<file path="src/rtl/fetch_pkg.sv">
// Shared types and default geometry for the column fetch path.
package fetch_pkg;

    localparam int unsigned DEF_DATA_WIDTH      = 24;
    localparam int unsigned DEF_ADDRESS_WIDTH   = 11;
    localparam int unsigned DEF_NUM_COLUMNS     = 64;
    localparam int unsigned DEF_LEDS_PER_COLUMN = 32;

    localparam int unsigned COL_W = $clog2(DEF_NUM_COLUMNS);
    localparam int unsigned LED_W = $clog2(DEF_LEDS_PER_COLUMN);

    typedef enum logic [1:0] {
        ST_IDLE  = 2'd0,
        ST_FETCH = 2'd1,
        ST_DRAIN = 2'd2
    } fetch_state_e;

endpackage

</file>
<file path="src/rtl/pix_skid_buf.sv">
// Two-entry FIFO holding returned ROM words (data + last tag) ahead of the LED driver.
module pix_skid_buf #(
    parameter int unsigned WIDTH = 25
) (
    input  logic             clk,
    input  logic             rst,
    input  logic             push_i,
    input  logic [WIDTH-1:0] push_data_i,
    input  logic             pop_i,
    output logic [WIDTH-1:0] head_o,
    output logic             valid_o,
    output logic [1:0]       count_o
);

    logic [WIDTH-1:0] mem_q [2];
    logic             wr_ptr_q;
    logic             rd_ptr_q;
    logic [1:0]       count_q;
    logic             do_pop;

    assign do_pop = pop_i && (count_q != 2'd0);

    always_ff @(posedge clk or posedge rst) begin
        if (rst) begin
            mem_q[0] <= '0;
            mem_q[1] <= '0;
            wr_ptr_q <= 1'b0;
            rd_ptr_q <= 1'b0;
            count_q  <= 2'd0;
        end else begin
            if (push_i) begin
                mem_q[wr_ptr_q] <= push_data_i;
                wr_ptr_q        <= ~wr_ptr_q;
            end
            if (do_pop) begin
                rd_ptr_q <= ~rd_ptr_q;
            end
            count_q <= count_q + 2'(push_i) - 2'(do_pop);
        end
    end

    assign head_o  = mem_q[rd_ptr_q];
    assign valid_o = (count_q != 2'd0);
    assign count_o = count_q;

endmodule

</file>
<file path="src/rtl/column_fetch.sv">
// Streams one column of pixel words from a 1-cycle-latency ROM to the LED driver,
// issuing reads only when the 2-entry buffer is guaranteed room for the return.
module column_fetch
    import fetch_pkg::*;
#(
    parameter int unsigned DATA_WIDTH      = DEF_DATA_WIDTH,
    parameter int unsigned ADDRESS_WIDTH   = DEF_ADDRESS_WIDTH,
    parameter int unsigned NUM_COLUMNS     = DEF_NUM_COLUMNS,
    parameter int unsigned LEDS_PER_COLUMN = DEF_LEDS_PER_COLUMN
) (
    input  logic                           clk,
    input  logic                           reset,
    input  logic                           start,
    input  logic [$clog2(NUM_COLUMNS)-1:0] column,
    output logic                           busy,
    output logic                           done,
    output logic [ADDRESS_WIDTH-1:0]       rom_addr,
    input  logic [DATA_WIDTH-1:0]          rom_data,
    output logic [DATA_WIDTH-1:0]          pix_data,
    output logic                           pix_valid,
    output logic                           pix_last,
    input  logic                           pix_ready
);

    localparam int unsigned CW = $clog2(NUM_COLUMNS);
    localparam int unsigned IW = $clog2(LEDS_PER_COLUMN + 1);
    localparam logic [IW-1:0] LAST_IDX = IW'(LEDS_PER_COLUMN - 1);
    localparam logic [IW-1:0] END_IDX  = IW'(LEDS_PER_COLUMN);

    fetch_state_e             state_q;
    logic [ADDRESS_WIDTH-1:0] base_q;
    logic [ADDRESS_WIDTH-1:0] rom_addr_q;
    logic [IW-1:0]            led_idx_q;
    logic                     addr_vld_q;
    logic                     addr_last_q;
    logic                     inflight_q;
    logic                     inflight_last_q;
    logic                     busy_q;
    logic                     done_q;

    logic                     col_ok;
    logic                     pop;
    logic                     issue;
    logic                     load;
    logic [1:0]               count;
    logic [2:0]               credit;
    logic [DATA_WIDTH:0]      head;
    logic                     head_valid;

    // Out-of-range columns only exist when NUM_COLUMNS is not a power of two.
    if ((32'd1 << CW) == NUM_COLUMNS) begin : g_col_pow2
        assign col_ok = 1'b1;
    end else begin : g_col_npow2
        assign col_ok = (32'(column) < NUM_COLUMNS);
    end

    // rom_addr_q holds the next address; it is a real read only on the cycle it is issued.
    assign pop    = head_valid && pix_ready;
    assign credit = 3'(count) + 3'(inflight_q) - 3'(pop);
    assign issue  = (state_q == ST_FETCH) && addr_vld_q && (credit < 3'd2);
    assign load   = (state_q == ST_FETCH) && (led_idx_q != END_IDX) && (!addr_vld_q || issue);

    always_ff @(posedge clk or posedge reset) begin
        if (reset) begin
            state_q         <= ST_IDLE;
            base_q          <= '0;
            rom_addr_q      <= '0;
            led_idx_q       <= '0;
            addr_vld_q      <= 1'b0;
            addr_last_q     <= 1'b0;
            inflight_q      <= 1'b0;
            inflight_last_q <= 1'b0;
            busy_q          <= 1'b0;
            done_q          <= 1'b0;
        end else begin
            done_q          <= 1'b0;
            inflight_q      <= issue;
            inflight_last_q <= issue && addr_last_q;
            if (load) begin
                rom_addr_q  <= base_q + ADDRESS_WIDTH'(led_idx_q);
                addr_last_q <= (led_idx_q == LAST_IDX);
                led_idx_q   <= led_idx_q + IW'(1);
                addr_vld_q  <= 1'b1;
            end else if (issue) begin
                addr_vld_q  <= 1'b0;
            end
            case (state_q)
                ST_IDLE: begin
                    if (start && col_ok) begin
                        state_q   <= ST_FETCH;
                        base_q    <= ADDRESS_WIDTH'(column) * ADDRESS_WIDTH'(LEDS_PER_COLUMN);
                        led_idx_q <= '0;
                        busy_q    <= 1'b1;
                    end
                end
                ST_FETCH: begin
                    if (issue && addr_last_q) begin
                        state_q <= ST_DRAIN;
                    end
                end
                ST_DRAIN: begin
                    if (pop && head[DATA_WIDTH]) begin
                        state_q <= ST_IDLE;
                        busy_q  <= 1'b0;
                        done_q  <= 1'b1;
                    end
                end
                default: state_q <= ST_IDLE;
            endcase
        end
    end

    pix_skid_buf #(
        .WIDTH (DATA_WIDTH + 1)
    ) u_buf (
        .clk         (clk),
        .rst         (reset),
        .push_i      (inflight_q),
        .push_data_i ({inflight_last_q, rom_data}),
        .pop_i       (pop),
        .head_o      (head),
        .valid_o     (head_valid),
        .count_o     (count)
    );

    assign busy      = busy_q;
    assign done      = done_q;
    assign rom_addr  = rom_addr_q;
    assign pix_data  = head[DATA_WIDTH-1:0];
    assign pix_valid = head_valid;
    assign pix_last  = head_valid && head[DATA_WIDTH];

endmodule

</file>
<file path="config.mk">
export PLATFORM = sky130hd
export DESIGN_NAME = column_fetch
export DESIGN_NICKNAME = d
export VERILOG_FILES = /design/src/rtl/fetch_pkg.sv /design/src/rtl/pix_skid_buf.sv /design/src/rtl/column_fetch.sv
export SDC_FILE = /design/constraint.sdc
export NUM_CORES = 1
export LEC_CHECK = 0
export CAP_MARGIN = 5
export CORE_MARGIN = 2
export CORE_UTILIZATION = 55
export DETAILED_ROUTE_END_ITERATION = 7
export GPL_ROUTABILITY_DRIVEN = 0
export HOLD_SLACK_MARGIN = 0.1
export PLACE_DENSITY = 0.9
export SYNTH_ARGS = -nofsm -noshare
export SYNTH_HDL_FRONTEND = slang
export SYNTH_SLANG_ARGS = --single-unit
</file>
<file path="constraint.sdc">
create_clock -name clk -period 4.2 [get_ports clk]
set_input_delay 0.84 -clock clk [delete_from_list [all_inputs] [get_ports clk]]
set_output_delay 0.84 -clock clk [all_outputs]
set_load 0.03 [all_outputs]
</file>
==> results.py <==
metrics = {
    "clock_network": {
        "cts_buffers": 9,
        "clk_path_buf_depth": 2,
        "cts.sinks": 85,
        "postCtsHoldBufs": 0,
        "post_cts_buffers": 0,
        "post_cts_resized": 0,
        "cts_root_buffer": "clkbuf_8",
        "insertion_delay_ns": 0.35,
        "clk_pin_slew_worst_paths_ns": 0.09,
        "cts_tree": "done",
        "htreeDepth": 3,
    },
    "die": {
        "die-area_um2": 7430,
        "start_util_pct": 57.54,
        "die_w_um": 86.20,
        "rows": 29,
        "die_h_um": 86.20,
        "fp.coreArea_um2": 6459,
        "pin_count": 73,
    },
    "timing": {
        "whs_ns": 0.4880,
        "fin_crit_sh_pct": 77.35,
        "hold_viol": 0,
        "skew_ns": 0.01184,
        "worst_pin_slew_ns": 0.7308,
        "setup-tns-final_ns": 0,
        "rsz0062_at_grt": "no",
        "fmax_mhz": 307.8,
        "drv_slew": 0,
        "relSlewSlack_pct": 51.28,
        "fin_crit_ns": 3.249,
        "setup_viol": 0,
    },
    "global_routing": {
        "grt-ovfl-total": 0,
        "grt_pass1_vias": 2612,
        "grt_first_pass_wirelength_mm": 12.01,
        "track_usage_pct": 20.74,
        "antenna_found_initial": 0,
        "grt_max_degree": 62,
    },
    "setup_path": {
        "cp.arrival_ns": 2.41,
        "crit_path_start_kind": "flip-flop",
        "r2r_end": "rom_addr[9]",
        "r2r_start": "u_buf.count_o[1]",
        "cp_max_fo": 16,
        "critPathLaunch": "u_buf.rd_ptr_q",
        "ff2ff_path_depth": 14,
        "required_ns": 3.36,
        "reg2reg_slack_ns": 1.21,
        "endpoint_kind": "output port",
        "worstSetupPathType": "reg2out",
        "crit_path_end": "pix_data[2]",
    },
    "power": {
        "peakVddDrop_uv": 527.6,
        "internal-power_mw": 2.469,
        "powerDensity_nw_per_um2": 865.0,
        "swShare_pct": 39.25,
        "pwr-share-clk_pct": 12.7,
        "p_seq_share_pct": 34.9,
        "leakage_nw": 2.072,
        "power.switching_mw": 1.595,
        "comb_power_share_pct": 52.4,
    },
    "finish": {
        "nets": 395,
        "num_antenna_cells": 0,
        "fillerInstances": 457,
        "layout-drive-gt1-share_pct": 31.01,
        "syn_to_final_growth_pct": 26.43,
    },
    "yosys": {
        "synth_edf_count": 0,
        "synth.avg_cell_area_um2": 13.46,
        "yosys-top-cells-area": "dfrtp_1 (57%), mux2_2 (25%), nand2_1 (2.6%)",
        "synth_common_cells": "dfrtp_1 (85), mux2_2 (83), nand2_1 (26), inv_1 (13)",
        "syn_nets": 317,
        "synth.most_common_cell": "dfrtp_1",
        "synth_top_area_share_pct": 57.24,
        "synthCells": 276,
        "ys_async_sr_fraction_pct": 100.0,
        "ys_types": 39,
        "netlist_area_um2": 3716,
        "synth-seq-area-share_pct": 57.24,
        "synth_seq_cells": 85,
        "yosys.area.top_type": "dfrtp_1",
        "synthFlopType": "dfrtp_1",
        "yosys_warnings": 0,
    },
    "detailed_routing": {
        "met1_length_mm": 3.227,
        "drc": 0,
        "dr_total_vias": 2368,
        "viasPerCell": 5.444,
        "drt_iter0_drc": 108,
        "wl_per_cell_um": 16.65,
        "drt_first_pass_iters": 4,
        "wl_met2_mm": 3.536,
        "ant_nets": 0,
        "top_layer_used": "met4",
        "dr_wl_met3_um": 345,
        "wl_mm": 7.242,
    },
    "run_status": {
        "status": "finished, final reports clean",
    },
    "worst_hold_path": {
        "hp-class": "reg2reg",
    },
    "place": {
        "io_buffer_count": 72,
        "hpwl_mm": 5.027,
    },
    "job": {
        "cap_violations": 0,
    },
}
[power groups by stage]
stage,logic (mW),clock network [mW],registers (mW)
final,2.13,0.516,1.42
after global routing,2.28,0.558,1.47
after CTS,2.16,0.526,1.42
after detailed placement,2.15,0,1.43
after global placement,2.08,0,1.40
after floorplan,1.45,0,1.41
[per-stage QoR]
step	worst slack [ns]	instance area, um^2	utilization, %	power (mW)	std cells
global placement	0.6944	4527	70.09	3.486	420
finish	0.9511	4698	72.74	4.064	435
detailed placement	0.6090	4527	70.09	3.577	420
global route	0.8456	4698	72.74	4.305	435
CTS	0.9279	4698	72.74	4.100	435
floorplan	1.129	3716	-	2.861	276
[critical path: stages (launching register included)]
cell,delay (ns)
dfrtp_1,0.82
buf_4,0.28
mux2_2,0.35
clkdlybuf4s50_1,0.60
[registers in the layout, indices dropped and copies added (netlist names)]
name,cells
busy,1
inflight_q,1
u_buf.rd_ptr_q,1
u_buf.mem_q,50
inflight_last_q,1
led_idx_q,6
done,1
u_buf.wr_ptr_q,1
base_q,6
state_q,2
u_buf.count_o,2
addr_last_q,1
rom_addr,11
addr_vld_q,1
[worst min-delay path by stage]
stage                     cells after the start        endpoint            from  slack, ns
after CTS                                     1  u_buf.wr_ptr_q  u_buf.wr_ptr_q       0.49
after floorplan                               2       base_q[5]       base_q[5]       0.45
final                                         1  u_buf.wr_ptr_q  u_buf.wr_ptr_q       0.49
after global routing                          1  u_buf.wr_ptr_q  u_buf.wr_ptr_q       0.52
after detailed placement                      1  u_buf.wr_ptr_q  u_buf.wr_ptr_q       0.47
after global placement                        2       base_q[5]       base_q[5]       0.47
[metal layers]
| metal | vias up | global-route usage [%] |
|---|---|---|
| li1 | 1108 | - |
| met1 | 1171 | 26.52 |
| met2 | 76 | 35.80 |
| met3 | 13 | 3.143 |
| met4 | 0 | 8.097 |
| met5 | - | 0 |
[area by class of cell]
cell class	count	area [um^2]	area share [%]
Clock buffer	9	123.9	2.636
Clock inverter	6	47.55	1.012
Inverter	13	50.05	1.065
Multi-Input combinational cell	167	1488	31.66
Sequential cell	85	2127	45.27
Tap cell	77	96.34	2.051
Timing Repair Buffer	78	765.7	16.30
[placed cells by master (no fill, tap or decap), types with 3 or more instances in the layout]
cell type,n
dfrtp_1,85
mux2_2,83
clkdlybuf4s50_1,72
nand2_1,26
inv_1,12
clkbuf_8,9
nand3_1,6
ha_1,6
buf_4,6
o21ai_0,4
xnor2_1,4
nor2_1,4
clkinvlp_4,4
xor2_1,3
mux2i_1,3
[cell families (layout without fill, tap and decap cells)]
kind of cell / Yosys count / in the layout / synth area share, %
flip-flops: 85 / 85 / 57.24
AO/OA/AOI/OAI: 15 / 15 / 2.761
buffers and inverters: 24 / 106 / 2.727
AND/OR/NAND/NOR: 51 / 51 / 6.701
adder cells (fa/ha/maj): 7 / 7 / 2.559
XOR/XNOR: 7 / 7 / 1.650
multiplexers: 87 / 87 / 26.36
Note: power is estimated with default switching activity, not from simulation.
